**src/rtl/hazard_stall_unit.sv**
```systemverilog
// Load-use hazard stall and taken-branch flush controller with a saturating hazard counter.
// All control outputs are registered and change one cycle after the inputs that cause them.
module hazard_stall_unit #(
    parameter int          LOAD_STALL_CYCLES = 1,
    parameter int          FLUSH_CYCLES      = 2,
    parameter logic [1:0]  SP_REG            = 2'b11,
    parameter int          CNT_W             = 8
) (
    input  logic             clk,
    input  logic             rst,
    input  logic [1:0]       R_ADD_A_current,
    input  logic [1:0]       R_ADD_B_current,
    input  logic             uses_A,
    input  logic             uses_B,
    input  logic             W_E_R_previous,
    input  logic [1:0]       W_add_previous,
    input  logic [2:0]       w_Data_S_R_previous,
    input  logic             branch_taken,
    output logic             pc_write_en,
    output logic             ifid_write_en,
    output logic             idex_bubble,
    output logic             ifid_flush,
    output logic             stall_active,
    output logic [CNT_W-1:0] hazard_count
);

    localparam int MAX_CYC = (LOAD_STALL_CYCLES > FLUSH_CYCLES) ? LOAD_STALL_CYCLES : FLUSH_CYCLES;
    localparam int CW      = $clog2(MAX_CYC) + 1;

    localparam logic [1:0] ST_RUN   = 2'b00;
    localparam logic [1:0] ST_STALL = 2'b01;
    localparam logic [1:0] ST_FLUSH = 2'b10;

    localparam logic [CW-1:0]    STALL_INIT = CW'(LOAD_STALL_CYCLES - 1);
    localparam logic [CW-1:0]    FLUSH_INIT = CW'(FLUSH_CYCLES - 1);
    localparam logic [CNT_W-1:0] HZ_MAX     = {CNT_W{1'b1}};

    logic [1:0]       state_q, state_d;
    logic [CW-1:0]    cnt_q, cnt_d;
    logic             pc_we_q, pc_we_d;
    logic             ifid_we_q, ifid_we_d;
    logic             bubble_q, bubble_d;
    logic             flush_q, flush_d;
    logic             stall_act_q, stall_act_d;
    logic [CNT_W-1:0] hz_cnt_q, hz_cnt_d;
    logic             load_hz;

    // Only a Mem-sourced result (select 000) is too late to forward; SP is never hazard-checked.
    always_comb begin
        load_hz = W_E_R_previous && (w_Data_S_R_previous == 3'b000) &&
                  ((uses_A && (R_ADD_A_current != SP_REG) && (R_ADD_A_current == W_add_previous)) ||
                   (uses_B && (R_ADD_B_current != SP_REG) && (R_ADD_B_current == W_add_previous)));
    end

    // Next-state and next-output logic; branch beats load hazard, both beat count-down.
    always_comb begin
        state_d   = state_q;
        cnt_d     = cnt_q;
        pc_we_d   = pc_we_q;
        ifid_we_d = ifid_we_q;
        bubble_d  = bubble_q;
        flush_d   = flush_q;
        hz_cnt_d  = hz_cnt_q;
        if (branch_taken) begin
            state_d   = ST_FLUSH;
            cnt_d     = FLUSH_INIT;
            pc_we_d   = 1'b1;
            ifid_we_d = 1'b1;
            bubble_d  = 1'b1;
            flush_d   = 1'b1;
        end else begin
            case (state_q)
                ST_RUN: begin
                    if (load_hz) begin
                        state_d   = ST_STALL;
                        cnt_d     = STALL_INIT;
                        pc_we_d   = 1'b0;
                        ifid_we_d = 1'b0;
                        bubble_d  = 1'b1;
                        flush_d   = 1'b0;
                        if (hz_cnt_q != HZ_MAX) begin
                            hz_cnt_d = hz_cnt_q + CNT_W'(1);
                        end else begin
                            hz_cnt_d = hz_cnt_q;
                        end
                    end else begin
                        state_d   = ST_RUN;
                        pc_we_d   = 1'b1;
                        ifid_we_d = 1'b1;
                        bubble_d  = 1'b0;
                        flush_d   = 1'b0;
                    end
                end
                ST_STALL, ST_FLUSH: begin
                    if (cnt_q == {CW{1'b0}}) begin
                        state_d   = ST_RUN;
                        pc_we_d   = 1'b1;
                        ifid_we_d = 1'b1;
                        bubble_d  = 1'b0;
                        flush_d   = 1'b0;
                    end else begin
                        cnt_d = cnt_q - CW'(1);
                    end
                end
                default: begin
                    state_d   = ST_RUN;
                    cnt_d     = {CW{1'b0}};
                    pc_we_d   = 1'b1;
                    ifid_we_d = 1'b1;
                    bubble_d  = 1'b0;
                    flush_d   = 1'b0;
                end
            endcase
        end
        stall_act_d = (state_d != ST_RUN);
    end

    // State, counters and registered outputs with synchronous reset.
    always_ff @(posedge clk) begin
        if (rst) begin
            state_q     <= ST_RUN;
            cnt_q       <= {CW{1'b0}};
            pc_we_q     <= 1'b1;
            ifid_we_q   <= 1'b1;
            bubble_q    <= 1'b0;
            flush_q     <= 1'b0;
            stall_act_q <= 1'b0;
            hz_cnt_q    <= {CNT_W{1'b0}};
        end else begin
            state_q     <= state_d;
            cnt_q       <= cnt_d;
            pc_we_q     <= pc_we_d;
            ifid_we_q   <= ifid_we_d;
            bubble_q    <= bubble_d;
            flush_q     <= flush_d;
            stall_act_q <= stall_act_d;
            hz_cnt_q    <= hz_cnt_d;
        end
    end

    assign pc_write_en   = pc_we_q;
    assign ifid_write_en = ifid_we_q;
    assign idex_bubble   = bubble_q;
    assign ifid_flush    = flush_q;
    assign stall_active  = stall_act_q;
    assign hazard_count  = hz_cnt_q;

endmodule

```
**config.mk**
```make
export PLATFORM = sky130hd
export DESIGN_NAME = hazard_stall_unit
export DESIGN_NICKNAME = d
export VERILOG_FILES = /design/src/rtl/hazard_stall_unit.sv
export SDC_FILE = /design/constraint.sdc
export NUM_CORES = 1
export LEC_CHECK = 0
export BUFFER_PORTS_ARGS = -buffer_cell sky130_fd_sc_hd__buf_2
export CAP_MARGIN = 20
export CORE_ASPECT_RATIO = 1.1
export CORE_MARGIN = 2
export CORE_UTILIZATION = 52
export DETAILED_ROUTE_END_ITERATION = 10
export HOLD_SLACK_MARGIN = 0.12
export PLACE_DENSITY = 0.87
export SYNTH_ARGS = -nofsm -noshare
export SYNTH_HDL_FRONTEND = slang
export SYNTH_SLANG_ARGS = --single-unit
export TNS_END_PERCENT = 5
```
**constraint.sdc**
```tcl
create_clock -name clk -period 3 [get_ports clk]
set_clock_uncertainty 0.05 [all_clocks]
set_input_delay 0.45 -clock clk [delete_from_list [all_inputs] [get_ports clk]]
set_output_delay 0.45 -clock clk [all_outputs]
set_load 0.005 [all_outputs]
```
==> results of run 1 <==
[how the worst max path moves through the flow]
| stage | to | slack [ns] | start |
|---|---|---|---|
| after floorplan | hazard_count[2] | 1.28 | W_add_previous[0] |
| after global placement | hazard_count[5] | 1.03 | W_add_previous[0] |
| after detailed placement | hazard_count[3] | 0.95 | W_add_previous[0] |
| after CTS | hazard_count[3] | 1.04 | hazard_count[0] |
| after global routing | hazard_count[5] | 0.91 | hazard_count[0] |
| final | hazard_count[3] | 1.04 | hazard_count[0] |
[per-layer routing]
layer / wire, µm / GRT usage (%)
met5: 0 / 0
met4: 21 / 9.091
met3: 89 / 3.846
met2: 923 / 34.63
met1: 781 / 22.25
[worst reg2reg max path, delay by kind of cell (launching register included)]
| family | cells | cell delay (ns) |
|---|---|---|
| compound gates | 3 | 0.75 |
| simple gates | 1 | 0.45 |
| flops | 1 | 0.38 |
| fa+ha+maj | 1 | 0.27 |
[through the flow]
step                      instance area (µm²)  total power [mW]  hold WS [ns]
final                                    1049            0.4157        0.4046
after global routing                     1049            0.4321        0.4140
after CTS                                1049            0.4167        0.4058
after detailed placement                 1012            0.2735        0.4434
after global placement                   1012            0.2708        0.4209
after floorplan                         882.1            0.2525        0.4189
[cell type report]
class,count,area (µm²)
fill,142,528.0
multi-input combinational,71,509.2
sequential,16,320.3
timing repair buffer,27,135.1
clock buffer,4,36.28
inverter,7,26.28
tap,17,21.27
[logic make-up after synthesis]
logic type      Yosys count  share of synthesized area (%)
buf+inv                  11                          5.957
fa+ha+maj                 4                          5.674
xor+xnor                  3                          2.979
mux                       1                          1.135
simple gates             36                          25.81
flops                    16                          36.31
compound gates           27                          22.13
[cells in the mapped netlist]
library cell  instances
a2111oi_2             1
a21oi_1               8
a221o_1               1
a22o_2                1
a22o_4                1
a31oi_1               1
a32o_1                1
a41oi_1               1
and3_1                1
and4_4                1
and4bb_1              2
buf_1                 1
buf_4                 1
buf_6                 1
clkbuf_1              1
dfxtp_1              16
ha_1                  4
inv_1                 7
mux2i_1               1
nand2_1               3
nand2b_1              2
nand3_1               3
nand4_1               1
nor2_1                9
nor2b_1               2
nor3_1                1
nor3b_1               2
nor4_1                1
nor4b_4               1
o2111ai_2             1
o211ai_1              1
o21a_1                2
o21ai_0               7
o21ai_1               1
or2_1                 1
or3_1                 6
xnor2_1               2
xor2_1                1
[flip-flops by register name, summed over array words and instances (netlist names)]
name	count
hazard_count	8
cnt_q	2
state_q	2
idex_bubble	1
ifid_flush	1
ifid_write_en	1
stall_active	1
[power by group through the flow]
stage	sequential, mW	clock, mW	combinational (mW)
final	0.220	0.148	0.0484
after global routing	0.220	0.158	0.0541
after CTS	0.220	0.148	0.0491
after detailed placement	0.225	0	0.0490
after global placement	0.224	0	0.0466
after floorplan	0.224	0	0.0281
==> results.yml, run 1 <==
synth:
  syn_inst: 98
  syn_nets: 117
  synth_top_area_cell: "dfxtp_1"
  yosysWarnings: 0
  netlist_area_um2: 882.1
  synth_seq_cells: 16
  yosys.cell_types.count: 38
  yosys-top-cells-area: "dfxtp_1 36%, ha_1 5.7%, a21oi_1 4.5%"
  seq_area_frac_synth_pct: 36.31
  netlist.area_leader.share_pct: 36.31
  syn_area_per_cell_um2: 9.001
critical_path:
  r2r-end: "hazard_count[3]"
  cp_slowest_cell: "or3_1"
  crit_cells: 5
  cp.required_ns: 3.18
  cp_max_fo: 14
  crit_type: "register to register"
  cp.arrival_ns: 2.14
  crit_family: "compound AO/OA/AOI/OAI gates"
  slowest_delay_ns: 0.45
  r2r_cells: 5
  path_buf_inv: 0
  cp-end-kind: "register"
  cp_cell_sequence: "ha_1 -> a41oi_1 -> o2111ai_2 -> or3_1 -> a21oi_1"
  crit_path_start_kind: "register"
  regToRegSetupSlack_ns: 1.04
  r2r-start: "hazard_count[0]"
cells_and_area:
  fin_util_pct: 66.51
  layout.cells.non_filler: 142
  fin_nets: 145
  syn_to_final_growth_pct: 18.87
  diodes: 0
  final_layout_size_suffix_gt1_share_pct: 29.60
  mostFrequentLayoutCells: "27 x buf_2, 16 x dfxtp_1, 9 x nor2_1, 8 x a21oi_1"
  mostFrequentLayoutCell: "buf_2"
placed_design:
  dpl.cell_count: 138
  place_ws_ns: 0.9492
  port_buffers: 27
  gp_congestion: 0.7420
  dp_hpwl_um: 1427
die:
  die_area_um2: 2042
  dieHeight_um: 47.20
  coreArea_um2: 1577
  initial_core_util_pct: 55.95
  fp.dieW_um: 43.27
  core.rowCount: 15
  io_pins: 28
flow_run:
  drv_cap: 0
timing:
  setup_ws_ns: 1.038
  worstMarginPinSlew_ns: 0.5388
  fin_crit_sh_pct: 65.41
  rsz0062_at_grt: "false"
  max_freq_ghz: 0.5096
  period_minus_slack_ns: 1.962
  finalSetupViolCount: 0
  finalSetupTns_ns: 0
  hold_viol_final: 0
  slew_viol_final: 0
  relSlewSlack_pct: 64.08
global_route:
  grt_pass1_wl_um: 2842
  grt_max_degree: 18
  first_global_vias: 663
  overflow: 0
  antenna_found_initial: 0
  grt_usage_pct: 19.23
route:
  antenna_left: 0
  routed_via_density: 5.599
  dr.first_iter.drc_count: 5
  drc: 0
  dr.pass1.iters: 2
  routed_wl_um: 1815
  num_vias: 795
  wl_per_cell_um: 12.78
pwr:
  worst_ir_drop_vdd_mv: 0.3302
  power_frac_seq_pct: 52.8
  sw_frac_of_total_pct: 24.44
  power_frac_comb_pct: 11.7
  cellPowerDensity_nw_per_um2: 396.5
  p_clk_share_pct: 35.5
  p_int_mw: 0.3141
  leakage_nw: 0.4510
  p_sw_mw: 0.1016
cts:
  hold_buffers: 0
  cts.repair.resized: 0
  clk_latency_ns: 0.29
  clock-sinks: 16
  h-tree-depth: 1
  cts_buffer_depth: 2
  clockRootBuffer: "clkbuf_4"
  clk_pin_slew_worst_paths_ns: 0.10
  tritoncts: "built"
  cts_setup_buffers: 0
  cts_inserted_buffers: 3
worst_hold_path:
  whs_path_depth: 2
  hold_class: "primary input to register"
  min_to: "state_q[0]"
  hp-start: "branch_taken"
status:
  status: "finished, final reports clean"
(Power assumes the default switching activity.)
==> inputs of run 2 (changes only) <==
ABC_AREA = 1   (was default)
CORE_UTILIZATION = 45   (was 52)
PLACE_DENSITY = 0.8   (was 0.87)
clock period = 1.6 ns   (was 3 ns; I/O delays follow)
==> run 2 against run 1 <==
Area after synthesis up 7.8%. Maximum frequency increased by 30%. First-iteration DRC count grew to 3.4 times the previous value. Register-to-register slack lost 0.95 ns. Hold slack got worse by 0.25 ns. Critical endpoint is now hazard_count[5]. Sequential share of layout area shrank 3.7 points. Critical path type unchanged. Combinational power increased by 140%. Flip-flop and latch count did not move. Wire length increased by 24%. Synthesized cell count is 31% higher. Largest cell class unchanged. Worst setup slack got worse by 0.95 ns. Via count up 24%.
==> results.yml, run 2 <==
status:
  status: "finished, final reports clean"
timing:
  finalSetupViolCount: 0
  period_minus_slack_ns: 1.515
  fin_hold_ws_ns: 0.1574
  slew_viol_final: 0
  worstMarginPinSlew_ns: 0.4846
  fin_crit_sh_pct: 94.69
  relSlewSlack_pct: 67.66
  max_freq_ghz: 0.6601
  setup_ws_ns: 0.08501
  finalSetupTns_ns: 0
  rsz0062_at_grt: "false"
  hold_viol_final: 0
synth:
  yosysWarnings: 0
  muxShareOfSynthArea_pct: 0
  synth_ff_type: "dfxtp_1"
  synth_top_area_cell: "dfxtp_1"
  yosys-top-cells-area: "dfxtp_1 34%, nand2_1 11%, inv_1 7.5%"
  seq_area_frac_synth_pct: 33.68
  netlist_area_um2: 950.9
  synth_top_family_by_area: "simple AND/OR/NAND/NOR gates"
  synth-compound-area-share_pct: 12.37
  synth_seq_cells: 16
  yosys.cell_types.count: 27
  syn_area_per_cell_um2: 7.429
  synth_most_common_cell: "nand2_1"
  async_reset_ff_share_pct: 0
  synthAdderAreaFrac_pct: 5.263
  syn_inst: 128
  netlist.area_leader.share_pct: 33.68
  synth-xor-area-share_pct: 5.526
  ys_top_cells_by_count: "27 x nand2_1, 19 x inv_1, 16 x dfxtp_1"
  synth-simple-area-share_pct: 33.03
  synth_edf_count: 0
  syn_nets: 147
cts:
  clockRootBuffer: "clkbuf_4"
  clk_pin_slew_worst_paths_ns: 0.10
  tritoncts: "built"
  clk_latency_ns: 0.29
  h-tree-depth: 1
  clock-sinks: 16
  cts_buffer_depth: 2
  cts_inserted_buffers: 3
die:
  fp.dieW_um: 47.83
  core.rowCount: 17
  coreArea_um2: 1999
  io_pins: 28
  initial_core_util_pct: 47.56
  die_area_um2: 2497
  dieHeight_um: 52.21
route:
  routed_wl_um: 2246
  routed_via_density: 5.201
  wl_per_cell_um: 11.88
  drc: 0
  antenna_left: 0
  dr.first_iter.drc_count: 17
  dr.pass1.iters: 4
  num_vias: 983
flow_run:
  drv_cap: 0
global_route:
  grt_max_degree: 15
  first_global_vias: 893
  antenna_found_initial: 0
  grt_usage_pct: 19.36
  grt_pass1_wl_um: 3484
  overflow: 0
placed_design:
  port_buffers: 27
  gp_congestion: 0.8368
  dpl.cell_count: 183
  dp_hpwl_um: 1722
  place_ws_ns: 0.09042
critical_path:
  crit_family: "compound AO/OA/AOI/OAI gates"
  cp_max_fo: 5
  cp_cell_sequence: "ha_2 -> nand3_2 -> nor2_4 -> a21oi_4 -> buf_4 -> nand4_1 -> a21oi_1"
  critPathLaunch: "hazard_count[0]"
  crit_type: "register to register"
  r2r-start: "hazard_count[0]"
  cp.required_ns: 1.77
  path_buf_inv: 1
  cp-end-kind: "register"
  cp.arrival_ns: 1.69
  slowest_delay_ns: 0.36
  crit_path_start_kind: "register"
  cp_slowest_cell: "dfxtp_1"
cells_and_area:
  largest_reg_flops: 8
  fin_util_pct: 59.64
  fin_nets: 181
  seq_area_um2: 320.3
  mostFrequentLayoutCells: "27 x nand2_1, 27 x buf_2, 19 x inv_1, 16 x dfxtp_1"
  final_layout_size_suffix_gt1_share_pct: 29.81
  multi_input_area_um2: 548.0
  nFillCells: 193
  layout.cells.non_filler: 189
  diodes: 0
  syn_to_final_growth_pct: 25.39
pwr:
  p_clk_share_pct: 34.2
  sw_frac_of_total_pct: 25.90
  cellPowerDensity_nw_per_um2: 673.4
  power_frac_seq_pct: 51.3
  p_sw_mw: 0.2080
  power_frac_comb_pct: 14.5
  worst_ir_drop_vdd_mv: 0.5418
  p_int_mw: 0.5950
  leakage_nw: 0.5568
worst_hold_path:
  hp-start: "branch_taken"
  hold_class: "primary input to register"
[run 2: timing repair]
item | CTS | global route
resized for setup | 0 | 4
setup endpoints to repair | 0 | 8
buffers inserted | 0 | 2
hold buffers | 0 | 0
[run 2: final cells by class]
cell class / instances / share of cell area (%)
clock buffer: 4 / 3.043
tap: 28 / 2.938
sequential: 16 / 26.86
inverter: 21 / 6.716
timing repair buffer: 32 / 14.48
multi-input combinational: 88 / 45.96
[run 2: worst paths after layout]
kind / end / slack [ns] / cells after the start
worst max-delay path: hazard_count[5] / 0.09 / 7
worst max register to register: hazard_count[5] / 0.09 / 7
worst min register to register: ifid_flush / 0.42 / 2
worst min-delay path: state_q[1] / 0.16 / 3
[run 2: routing by layer]
| metal | part of all wire (%) | GRT usage (%) |
|---|---|---|
| met5 | 0 | 0 |
| met4 | 1.5 | 10.36 |
| met3 | 6.2 | 2.069 |
| met2 | 52 | 34.22 |
| met1 | 41 | 21.51 |
[run 2: worst reg2reg max path, delay by kind of cell, from the launching register on]
family | cells | cell delay (ns)
AOI/OAI and AO/OA | 2 | 0.38
DFF | 1 | 0.36
and+or+nand+nor | 3 | 0.27
adders and majority gates | 1 | 0.22
buffers and inverters | 1 | 0.17
[run 2: through the flow]
step | total power, mW | cell area [µm²]
2_1_floorplan | 0.4844 | 950.9
3_3_place_gp | 0.5240 | 1127
3_5_place_dp | 0.5301 | 1127
4_1_cts | 0.7949 | 1164
5_1_grt | 0.8349 | 1192
6_report | 0.8030 | 1192
[run 2: kinds of logic (layout without fill, tap and decap cells)]
logic type,count (synthesis),count (layout)
simple gates,58,58
buf+inv,24,57
compound gates,20,20
flops,16,16
xor+xnor,6,6
fa+ha+maj,4,4
[run 2: power groups by stage]
stage | Combinational (mW) | Sequential [mW] | Clock, mW
finish | 0.117 | 0.412 | 0.274
global route | 0.130 | 0.413 | 0.291
CTS | 0.110 | 0.412 | 0.273
detailed placement | 0.109 | 0.421 | 0
global placement | 0.103 | 0.421 | 0
floorplan | 0.0630 | 0.421 | 0
==> inputs of run 3 (changes only) <==
ABC_AREA = default   (was 1)
CELL_PAD_IN_SITES_DETAIL_PLACEMENT = 0   (was default)
CELL_PAD_IN_SITES_GLOBAL_PLACEMENT = 1   (was default)
CORE_UTILIZATION = 32   (was 45)
PLACE_DENSITY = 0.78   (was 0.8)
==> run 3 against run 2 <==
The flow now finishes with violations (negative setup slack). Sequential power hardly changed. Utilization is 8.3 points lower. Flip-flop and latch count stayed put. Largest power group unchanged. Clock-buffer cell count stayed put. Critical path type unchanged. Worst setup slack worse by 0.16 ns. First-iteration DRC count is 41% lower. Highest routed layer unchanged. Final area is 11% higher. Non-clock buffer count is 13 higher. Largest cell class unchanged. Sequential share of layout area is 2.2 points lower.
==> results.yml, run 3 (synthesis gave the netlist of run 1 again) <==
critical_path:
  regToRegSetupSlack_ns: -0.08
  crit_type: "register to register"
  cp-end-kind: "register"
  cp.required_ns: 1.79
  cp_max_fo: 6
  crit_path_start_kind: "register"
  cp.arrival_ns: 1.86
cells_and_area:
  diodes: 0
  fin_nets: 163
  mostFrequentLayoutCell: "buf_2"
  largest_reg_flops: 8
  layout.cells.non_filler: 174
  syn_to_final_growth_pct: 49.50
  nFillCells: 259
  fin_area_um2: 1319
  mostFrequentLayoutCells: "27 x buf_2, 16 x buf_4, 12 x dfxtp_1, 9 x nor2_1, 7 x inv_1"
  final_layout_size_suffix_gt1_share_pct: 46.85
placed_design:
  dp_hpwl_um: 1633
  dpl.cell_count: 168
  port_buffers: 27
  placed_area_um2: 1175
  gp_congestion: 0.7754
cts:
  clockRootBuffer: "clkbuf_4"
  cts_inserted_buffers: 3
  clock-sinks: 16
  clk_pin_slew_worst_paths_ns: 0.10
  tritoncts: "built"
  h-tree-depth: 1
  hold_buffers: 0
  cts_buffer_depth: 2
  clk_latency_ns: 0.29
route:
  routed_wl_um: 2212
  drc: 0
  num_vias: 888
  met2_length_um: 1135
  routed.top_layer: "met4"
  antenna_left: 0
  dr.first_iter.drc_count: 10
  drt-met1-wl_um: 897
  routed_via_density: 5.103
  wl_per_cell_um: 12.71
  dr.pass1.iters: 4
  route.met3.wl_um: 128
pwr:
  worst_ir_drop_vdd_mv: 0.4113
  leakage_nw: 0.5626
  cellPowerDensity_nw_per_um2: 603.9
status:
  violations: "negative setup slack"
  status: "complete, but fails checks"
global_route:
  grt_max_degree: 18
  grt_usage_pct: 14.50
  first_global_vias: 857
  overflow: 0
  grt_pass1_wl_um: 3381
  antenna_found_initial: 0
timing:
  setup_ws_ns: -0.07517
  fin_hold_ws_ns: 0.2725
  worstMarginPinSlew_ns: 0.3746
  finalSetupTns_ns: -0.3128
  period_minus_slack_ns: 1.675
  finalSetupViolCount: 7
  fin_crit_sh_pct: 104.7
  hold_viol_final: 0
  relSlewSlack_pct: 74.92
  rsz0062_at_grt: "true"
  slew_viol_final: 0
  max_freq_ghz: 0.5970
die:
  die_area_um2: 3193
  io_pins: 28
  coreArea_um2: 2567
  core.rowCount: 19
  initial_core_util_pct: 34.36
  fp.dieW_um: 54.06
  dieHeight_um: 59.07
flow_run:
  drv_cap: 0
worst_hold_path:
  hold_class: "primary input to register"
[run 3: changes by cell type in the layout (fill, tap and decap cells not counted), sizes merged, moves of 6 or more]
cell / previous run / this run
buf: 32 / 44
inv: 19 / 7
nand2: 29 / 3
nand3: 12 / 3
nand4: 10 / 1
or3: 0 / 6
[run 3: per-stage QoR]
step	power [mW]	worst slack [ns]	utilization (%)
after floorplan	0.4748	-0.00009315	-
after global placement	0.5205	-0.09507	45.76
after detailed placement	0.5249	-0.1611	45.76
after CTS	0.8004	-0.07383	47.47
after global routing	0.8305	-0.1274	51.36
final	0.7964	-0.07517	51.36
[run 3: worst paths after layout]
path                                      start         endpoint  cells after the start
worst max-delay path            hazard_count[0]  hazard_count[4]                      6
worst max register to register  hazard_count[0]  hazard_count[4]                      6
worst min register to register       ifid_flush       ifid_flush                      2
worst min-delay path                        rst  hazard_count[5]                      2
[run 3: power by group]
| part | switching [mW] | internal [mW] | total, mW |
|---|---|---|---|
| logic | 0.0561 | 0.0565 | 0.113 |
| registers | 0.00423 | 0.407 | 0.411 |
| clock network | 0.134 | 0.139 | 0.272 |
| total | 0.194 | 0.602 | 0.796 |
[run 3: timing repair]
action	4_1_cts	5_1_grt
resized for setup	0	16
setup endpoints to repair	7	11
gates cloned	0	1
buffers inserted	1	0
pin swaps	0	10
[run 3: metal layers]
layer	vias to the layer above	track usage (%)
met4	0	11.79
li1	447	-
met3	4	2.273
met2	25	24.56
met5	-	0
met1	412	15.46
[run 3: layout make-up]
cell class                      count  area (µm²)  share of cell area [%]
Timing Repair Buffer               45       300.3                   22.77
Sequential cell                    16       325.3                   24.67
Clock buffer                        4       36.28                   2.751
Tap cell                           31       38.79                   2.941
Multi-Input combinational cell     71       591.8                   44.88
Inverter                            7       26.28                   1.992
[run 3: worst max-delay path, cell delays in order, from the launching register on]
cell and delay, ns:
dfxtp_2 0.35, ha_4 0.16, a41oi_4 0.22, o2111ai_4 0.17, buf_12 0.18, or3_4 0.36, a21oi_2 0.11
